## config.mk

```make
export PLATFORM = sky130hd
export DESIGN_NAME = tmr_alu_voter
export DESIGN_NICKNAME = d
export VERILOG_FILES = /design/src/rtl/tmr_alu_voter.sv
export SDC_FILE = /design/constraint.sdc
export NUM_CORES = 1
export LEC_CHECK = 0
export ABC_CLOCK_PERIOD_IN_PS = 6800
export CAP_MARGIN = 25
export CORE_UTILIZATION = 55
export CTS_CLUSTER_SIZE = 10
export DETAILED_ROUTE_END_ITERATION = 8
export PLACE_DENSITY = 0.9
export SKIP_LAST_GASP = 1
export SLEW_MARGIN = 0
export SYNTH_ARGS = -nofsm -noshare
export SYNTH_HDL_FRONTEND = slang
export SYNTH_SLANG_ARGS = --single-unit
export TNS_END_PERCENT = 10
```

## constraint.sdc

```tcl
create_clock -name clk -period 6.8 [get_ports clk]
set_input_delay 1.7 -clock clk [delete_from_list [all_inputs] [get_ports clk]]
set_output_delay 1.7 -clock clk [all_outputs]
set_load 0.05 [all_outputs]
```

## src/rtl/tmr_alu_voter.sv

```systemverilog
// Registered TMR majority voter for three ALU32 replicas. Votes on {carry, result}
// per valid sample, reports mismatch / uncorrectable, keeps saturating per-replica
// error counts and a per-replica health FSM that drops a persistently wrong
// replica from the voting set.
module tmr_alu_voter #(
  parameter int unsigned WIDTH        = 32,
  parameter int unsigned CNT_W        = 8,
  parameter int unsigned FAULT_THRESH = 4
) (
  input  logic             clk,
  input  logic             rst,
  input  logic             in_valid,
  input  logic [WIDTH-1:0] res_a,
  input  logic [WIDTH-1:0] res_b,
  input  logic [WIDTH-1:0] res_c,
  input  logic             cout_a,
  input  logic             cout_b,
  input  logic             cout_c,
  input  logic             clear_faults,
  output logic             out_valid,
  output logic [WIDTH-1:0] voted_result,
  output logic             voted_cout,
  output logic             mismatch,
  output logic             uncorrectable,
  output logic [CNT_W-1:0] err_cnt_a,
  output logic [CNT_W-1:0] err_cnt_b,
  output logic [CNT_W-1:0] err_cnt_c,
  output logic [2:0]       faulty
);

  localparam int unsigned WW     = WIDTH + 1;
  localparam logic [4:0]  Thresh = 5'(FAULT_THRESH);

  typedef enum logic [1:0] {StHealthy, StSuspect, StFaulty} health_e;

  logic [WW-1:0]    w [3];
  logic [WW-1:0]    maj;
  logic [WW-1:0]    voted;
  logic [2:0]       voting;
  logic [2:0]       dis;
  logic             unc;
  logic             mm;

  logic             out_valid_q, out_valid_d;
  logic [WW-1:0]    voted_q, voted_d;
  logic             mismatch_q, mismatch_d;
  logic             unc_q, unc_d;
  logic [CNT_W-1:0] cnt_q [3];
  logic [CNT_W-1:0] cnt_d [3];
  health_e          state_q [3];
  health_e          state_d [3];
  logic [3:0]       consec_q [3];
  logic [3:0]       consec_d [3];
  logic [4:0]       consec_inc [3];

  assign w[0] = {cout_a, res_a};
  assign w[1] = {cout_b, res_b};
  assign w[2] = {cout_c, res_c};

  // Faulty flags decode straight from the registered health state.
  always_comb begin
    for (int i = 0; i < 3; i++) begin
      faulty[i] = (state_q[i] == StFaulty);
    end
  end

  // Vote among the non-faulty replicas; fall back to full majority when no
  // trustworthy majority exists.
  always_comb begin
    maj    = (w[0] & w[1]) | (w[0] & w[2]) | (w[1] & w[2]);
    voting = ~faulty;
    voted  = maj;
    unc    = 1'b0;
    case (voting)
      3'b111: unc = (w[0] != w[1]) && (w[0] != w[2]) && (w[1] != w[2]);
      3'b011: if (w[0] == w[1]) voted = w[0]; else unc = 1'b1;
      3'b101: if (w[0] == w[2]) voted = w[0]; else unc = 1'b1;
      3'b110: if (w[1] == w[2]) voted = w[1]; else unc = 1'b1;
      3'b001: voted = w[0];
      3'b010: voted = w[1];
      3'b100: voted = w[2];
      default: unc = 1'b1;
    endcase
    for (int i = 0; i < 3; i++) begin
      dis[i] = (w[i] != voted);
    end
    mm = (|(dis & voting)) | unc;
  end

  // Output register next state: outputs update only on valid samples, flags
  // drop to zero on idle cycles while the voted word holds.
  always_comb begin
    out_valid_d = in_valid;
    voted_d     = voted_q;
    mismatch_d  = 1'b0;
    unc_d       = 1'b0;
    if (in_valid) begin
      voted_d    = voted;
      mismatch_d = mm;
      unc_d      = unc;
    end
  end

  // Health FSMs and error counters; clear_faults beats any same-cycle disagreement.
  always_comb begin
    for (int i = 0; i < 3; i++) begin
      state_d[i]    = state_q[i];
      consec_d[i]   = consec_q[i];
      cnt_d[i]      = cnt_q[i];
      consec_inc[i] = {1'b0, consec_q[i]} + 5'd1;
      if (clear_faults) begin
        state_d[i]  = StHealthy;
        consec_d[i] = 4'd0;
        cnt_d[i]    = '0;
      end else if (in_valid) begin
        if (dis[i] && (cnt_q[i] != {CNT_W{1'b1}})) begin
          cnt_d[i] = cnt_q[i] + CNT_W'(1);
        end
        case (state_q[i])
          StHealthy: begin
            if (dis[i]) begin
              consec_d[i] = 4'd1;
              state_d[i]  = (Thresh <= 5'd1) ? StFaulty : StSuspect;
            end
          end
          StSuspect: begin
            if (dis[i]) begin
              consec_d[i] = consec_inc[i][3:0];
              if (consec_inc[i] >= Thresh) state_d[i] = StFaulty;
            end else begin
              consec_d[i] = 4'd0;
              state_d[i]  = StHealthy;
            end
          end
          StFaulty: ;
          default: begin
            state_d[i]  = StHealthy;
            consec_d[i] = 4'd0;
          end
        endcase
      end
    end
  end

  // State registers with synchronous reset.
  always_ff @(posedge clk) begin
    if (rst) begin
      out_valid_q <= 1'b0;
      voted_q     <= '0;
      mismatch_q  <= 1'b0;
      unc_q       <= 1'b0;
      for (int i = 0; i < 3; i++) begin
        cnt_q[i]    <= '0;
        state_q[i]  <= StHealthy;
        consec_q[i] <= 4'd0;
      end
    end else begin
      out_valid_q <= out_valid_d;
      voted_q     <= voted_d;
      mismatch_q  <= mismatch_d;
      unc_q       <= unc_d;
      for (int i = 0; i < 3; i++) begin
        cnt_q[i]    <= cnt_d[i];
        state_q[i]  <= state_d[i];
        consec_q[i] <= consec_d[i];
      end
    end
  end

  assign out_valid     = out_valid_q;
  assign voted_result  = voted_q[WIDTH-1:0];
  assign voted_cout    = voted_q[WIDTH];
  assign mismatch      = mismatch_q;
  assign uncorrectable = unc_q;
  assign err_cnt_a     = cnt_q[0];
  assign err_cnt_b     = cnt_q[1];
  assign err_cnt_c     = cnt_q[2];

endmodule
```

### Yosys cells after proc, flatten, opt, wreduce, memory -nomap -nowiden

Memories as Yosys holds them, arrays and structs flattened.
Cells that the tools add are included.

| cells by class | value |
|---|---|
| reductions and logical operators | 11 |
| add/sub/neg operators | 6 |
| equal/unequal tests | 25 |
| bitwise operators | 18 |
| mux-type cells | 62 |
| magnitude comparators | 3 |

Operators by type and width:

| cell | count |
|---|---|
| 33-bit inequality test | 6 |
| 33-bit one-hot mux with 6 select lines | 1 |
| 33-bit bitwise AND | 3 |
| 33-bit == test | 3 |
| 33-bit two-way mux | 3 |
| 8-bit two-way mux | 12 |
| 33-bit OR | 2 |
| 4-bit two-way mux | 15 |
| 2-bit two-way mux | 18 |
| 4-bit one-hot mux with 3 select lines | 3 |
| 8-bit by 1-bit adder with 8-bit output (second input constant) | 3 |
| 8-bit inequality test (second input constant) | 3 |
| 2-bit one-hot mux with 3 select lines | 3 |
| 4-bit by 1-bit adder with 5-bit output (second input constant) | 3 |
| 5-bit by 3-bit >= comparator with 1-bit output (second input constant) | 3 |
| 3-bit == test (second input constant) | 4 |
| 1-bit OR | 10 |
| 2-bit by 1-bit == test with 1-bit output (second input constant) | 3 |
| 2-bit == test (second input constant) | 3 |
| 3-bit by 2-bit == test with 1-bit output (second input constant) | 2 |
| 2-bit zero test | 3 |
| 1-bit two-way mux | 6 |
| 3-bit OR reduction | 2 |
| 1-bit logical AND | 5 |
| 6 further kinds | 6 |

| storage, ports and cells | value |
|---|---|
| input port bits | 103 |
| memories | 3 |
| output and inout port bits | 63 |
| flip-flop bits (word level) | 36 |
| bits in writable memories | 42 |

Memories:

| name | depth | bits a word | read ports | clocked after Yosys merged registers in | wr ports | RTL line | RTL |
|---|---|---|---|---|---|---|---|
| cnt_q | 3 | 8 | 3 | 0 | 3 | 48 | `logic [CNT_W-1:0] cnt_q [3];` |
| consec_q | 3 | 4 | 3 | 0 | 3 | 52 | `logic [3:0] consec_q [3];` |
| state_q | 3 | 2 | 3 | 0 | 3 | 50 | `health_e state_q [3];` |

### Longest topological paths before layout

Gate-level depths: netlist (run 1).

| depth | value |
|---|---|
| depth after elaboration | 11 |
| gate-level depth with buffers | 20 |
| mapped depth without buffers | 13 |

### Least setup slack after synthesis (run 1)

OpenSTA, ideal clock, no wires.

| timing | value |
|---|---|
| kind | input port to flip-flop |
| start | input res_a[19] |
| end | memory consec_q[0][2] |
| arrival time | 5108 ps |
| setup time | 117 ps |
| data required time | 6683 ps |
| path buffers | 2 |
| path slack | 1575 ps |
| cell stages on the path | 15 |
| cell sequence | ha_1 -> nor4_1 -> nand4_1 -> or3_1 -> buf_6 -> a221oi_4 -> buf_6 -> a21oi_2 -> or3_1 -> a22oi_1 -> nand4_1 -> nor4_4 -> nand2_1 -> and4b_4 -> a32o_1 |

RTL lines:

| item | RTL line | RTL |
|---|---|---|
| from (decl) | 13 | `input logic [WIDTH-1:0] res_a,` |
| to (decl) | 52 |  |

==> impl_results.rst, run 1 <==
.. list-table::
   :header-rows: 1

   * - Metric
     - Value
   * - Result of the run
     - finished with violations
   * - Failing checks
     - DRC
   * - Clk pwr share
     - 30.5%
   * - Maximum clock frequency
     - 149 MHz
   * - Setup slack after placement
     - 0.00218 ns
   * - Internal power consumption
     - 0.00102 W
   * - Total length of routed wires
     - 46,700 um
   * - Worst hold slack
     - 0.475 ns
   * - P_sw
     - 0.000587 W
   * - Via-to-Cell Ratio
     - 7.41
   * - Flip-flop and latch count after synthesis
     - 78
   * - Total congestion overflow after global routing
     - 0
   * - Resized Gates After CTS
     - 0
   * - Dominant delay contributor by cell family on the critical path
     - simple AND/OR/NAND/NOR gates
   * - Register share of total power
     - 30.5%
   * - Number of failing setup endpoints in the final timing report
     - 0
   * - Final instance count without filler cells
     - 1,722
   * - RSZ-0062 raised after global routing
     - false
   * - Share of synthesized area occupied by flip-flops and latches
     - 16.3%
   * - Number of inserted diodes
     - 0
   * - Nature of the critical path startpoint
     - primary input
   * - Final setup margin
     - 0.111 ns
   * - Average instance area after synthesis
     - 7.55 um2
   * - Time the worst path needs with I/O delays and setup
     - 6.69 ns
   * - Slew Limit Headroom
     - 23.8%
   * - Count of clock tree sinks
     - 78
   * - Static Leakage
     - 4.82 nW
   * - Total of warnings raised by yosys
     - 0
   * - Startpoint-to-endpoint class of the critical path
     - primary input to flip-flop
   * - Signal arrival time at the worst endpoint
     - 6.97 ns
   * - RD Place Congestion
     - 1.13
   * - Clock tree from TritonCTS
     - done
   * - Count of TritonRoute iterations in the first routing pass
     - 9
   * - Number of buffers on the longest clock path
     - 2
   * - Buffering stage count on the worst path with inverters included
     - 4
   * - Starting DRC count in detailed routing
     - 2,039
   * - Total count of max-transition violations in the final report
     - 0
   * - Die outline area
     - 18,000 um2
   * - Combined global-route utilization of all metal layers
     - 51.3%
   * - Share of total power consumed by net switching
     - 36.4%
   * - CP Capture Type
     - flip-flop
   * - H-tree depth
     - 3
   * - Maximum Capacitance Violations
     - 0
   * - Starting utilization of the core area
     - 57.0%
   * - Max VDD drop
     - 0.198 mV
   * - Data required time of the worst path
     - 7.08 ns
   * - Net Count, Synth
     - 1,482
   * - Largest incremental delay on the critical path
     - 0.73 ns
   * - Syn Inst Count
     - 1,271
   * - Final Cycle Share
     - 98.4%
   * - Clock Latency Late Sink
     - 0.34 ns
   * - Number of flops mapped to enable cells by yosys
     - 0
   * - Final hold vios
     - 0
   * - Final-stage net count
     - 1,709
   * - Core ar.
     - 16,800 um2
   * - Fraction of final layout cells with drive strength greater than 1
     - 12.3%
   * - Total I/O pin count
     - 166
   * - Register-to-register path setup slack
     - 1.64 ns
   * - Total via count in the routed design
     - 12,800
   * - TNS Setup
     - 0 ns
   * - Leading cell type in the layout, fill and taps excluded
     - sky130_fd_sc_hd__clkdlybuf4s50_1
   * - Clock transition time at the flip-flop clock pins of the worst setup and hold paths
     - 0.06 ns
   * - Library cell used as clock root buffer
     - sky130_fd_sc_hd__clkbuf_16
   * - Most repeated library cell on the critical path
     - sky130_fd_sc_hd__buf_4
   * - Overall die width
     - 134 um
   * - Die height
     - 134 um
   * - Power density normalized to cell area
     - 130 nW/um2
   * - Post-CTS setup buffers
     - 0
   * - P&R area growth vs syn
     - 29.6%
   * - Final core utilization
     - 73.9%
   * - Class of the worst hold path
     - flip-flop to flip-flop
   * - First-pass GRT wire length
     - 70,000 um
   * - CP Max Fanout
     - 11
   * - Yosys cell types
     - 99
   * - Asr flop ratio synth
     - 0%
   * - Fraction of power consumed by combinational cells
     - 39.0%
   * - Number of buffers added to fix hold violations after cts
     - 0
   * - Cells along the critical path
     - clkdlybuf4s50_1, ha_1, nor4_1, nand4_1, or3_1, buf_4, a22oi_1, buf_4, nand4_2, a211o_1, a2111oi_0, nand4_1, nor4_2, buf_4, nand2_1, o211ai_1, a32o_1
   * - Measured slew at the worst slew-check pin
     - 1.14 ns
   * - Pin count of the biggest net entering global routing
     - 58
   * - Routed wire per std cell
     - 27.1 um
   * - Number of cell rows
     - 47
   * - Antenna violations before repair
     - 0
   * - Clock buffers created by TritonCTS
     - 9
   * - Remaining routing DRC violations
     - 3
   * - DPL Wire Length
     - 35,300 um
   * - Number of port buffers
     - 165
   * - Antenna Nets Post-Route
     - 0
   * - Clk_skew
     - 0.00874 ns
   * - CP max stage cell
     - sky130_fd_sc_hd__clkdlybuf4s50_1
   * - Cell count after placement
     - 1,707
   * - Via count of the first global-routing pass
     - 11,900
   * - Area of the mapped netlist
     - 9590 um2
   * - Dominant register cell in the synthesized netlist
     - sky130_fd_sc_hd__dfxtp_1
   * - Most used cells in the layout excluding fill and tap cells
     - sky130_fd_sc_hd__clkdlybuf4s50_1, sky130_fd_sc_hd__buf_4, sky130_fd_sc_hd__nand2_1
logic make-up after synthesis:
kind of cell | Yosys count | share of synthesized area, %
XOR/XNOR | 36 | 3.29
multiplexers | 9 | 0.965
AND/OR/NAND/NOR | 496 | 27.2
AO/OA/AOI/OAI | 430 | 32.8
flip-flops | 78 | 16.3
adder cells (fa/ha/maj) | 108 | 14.1
buffers and inverters | 114 | 5.39
worst paths after layout:
kind | from | to | cells past startpoint
max | res_a[1] | consec_q[0][11] | 17
min | voted_q[13] | voted_q[13] | 2
max reg2reg | state_q[0][2] | consec_q[0][11] | 16
min reg2reg | voted_q[13] | voted_q[13] | 2
per-layer routing:
metal / global-route usage, % / up-vias / routed length (um)
met5: 0 / - / 0
met3: 15.5 / 289 / 6940
met1: 63.1 / 5769 / 16700
met2: 76.8 / 1244 / 19400
met4: 34.5 / 0 / 3650
li1: - / 5458 / -
final cells by class:
cell class	count	area (um2)
repair buffers	289	2620
well taps	220	275
clock buffers	12	256
clock inverters	3	43.8
flip-flops and latches	78	1560
multi-input cells	1079	7530
inverters	41	154
fillers	1237	4380
per-stage QoR:
stage / instance area (um2) / power [W]
3_3_place_gp: 12100 / 0.00109
4_1_cts: 12400 / 0.00158
2_1_floorplan: 9590 / 0.000796
5_1_grt: 12400 / 0.00165
6_report: 12400 / 0.00161
3_5_place_dp: 12100 / 0.00109
tightest hold or removal path: cells and delay by family (launching register included):
| kind | cells | cell delay, ns |
|---|---|---|
| compound gates | 1 | 0.06 |
| simple gates | 1 | 0.06 |
| flops | 1 | 0.31 |
synthesized netlist by cell type, drive strengths merged, types with 8 or more instances:
cell type / number / area share [%]
and2: 10 / 0.65
nand2b: 9 / 0.59
inv: 41 / 1.6
o211ai: 27 / 2.1
a32o: 8 / 0.83
o31ai: 13 / 1.2
and3: 15 / 0.98
dfxtp: 78 / 16
a221o: 8 / 0.83
a31oi: 13 / 0.85
a2bb2oi: 8 / 0.73
nand4: 30 / 2.0
xor2: 16 / 1.5
o22ai: 17 / 1.2
o221ai: 8 / 0.80
a211oi: 47 / 3.7
nor2: 97 / 3.8
buf: 35 / 2.3
a21oi: 92 / 4.9
nor3: 59 / 3.4
nand3: 42 / 2.2
a22oi: 23 / 1.8
a221oi: 10 / 1.5
or4: 13 / 1.0
clkbuf: 38 / 1.5
nand2: 120 / 4.8
o21ai: 63 / 3.3
xnor2: 20 / 1.8
or3: 36 / 2.3
ha: 108 / 14
a21o: 9 / 0.72
nor4: 39 / 3.1
state kept, by name, indices dropped and copies added (netlist names):
signal / count
state_q: 6
uncorrectable: 1
out_valid: 1
cnt_q: 24
consec_q: 12
mismatch: 1
voted_q: 33
power groups by stage:
stage | registers [W] | clock network (W) | logic, W
final | 0.000492 | 0.000491 | 0.000629
after global routing | 0.000493 | 0.000507 | 0.000653
after CTS | 0.000491 | 0.000488 | 0.000600
after detailed placement | 0.000500 | 0 | 0.000594
after global placement | 0.000499 | 0 | 0.000589
after floorplan | 0.000556 | 0 | 0.000239
(Power assumes the default switching activity.)
==> run 2: changes to the inputs <==
--- a/config.mk
+++ b/config.mk
@@ -10,6 +10,7 @@
 export CORE_UTILIZATION = 55
 export CTS_CLUSTER_SIZE = 10
 export DETAILED_ROUTE_END_ITERATION = 8
+export HOLD_SLACK_MARGIN = 0.08
 export PLACE_DENSITY = 0.9
 export SKIP_LAST_GASP = 1
 export SLEW_MARGIN = 0
==> results of run 2 <==
No change in the layout: final DEF, timing and power equal those of run 1.
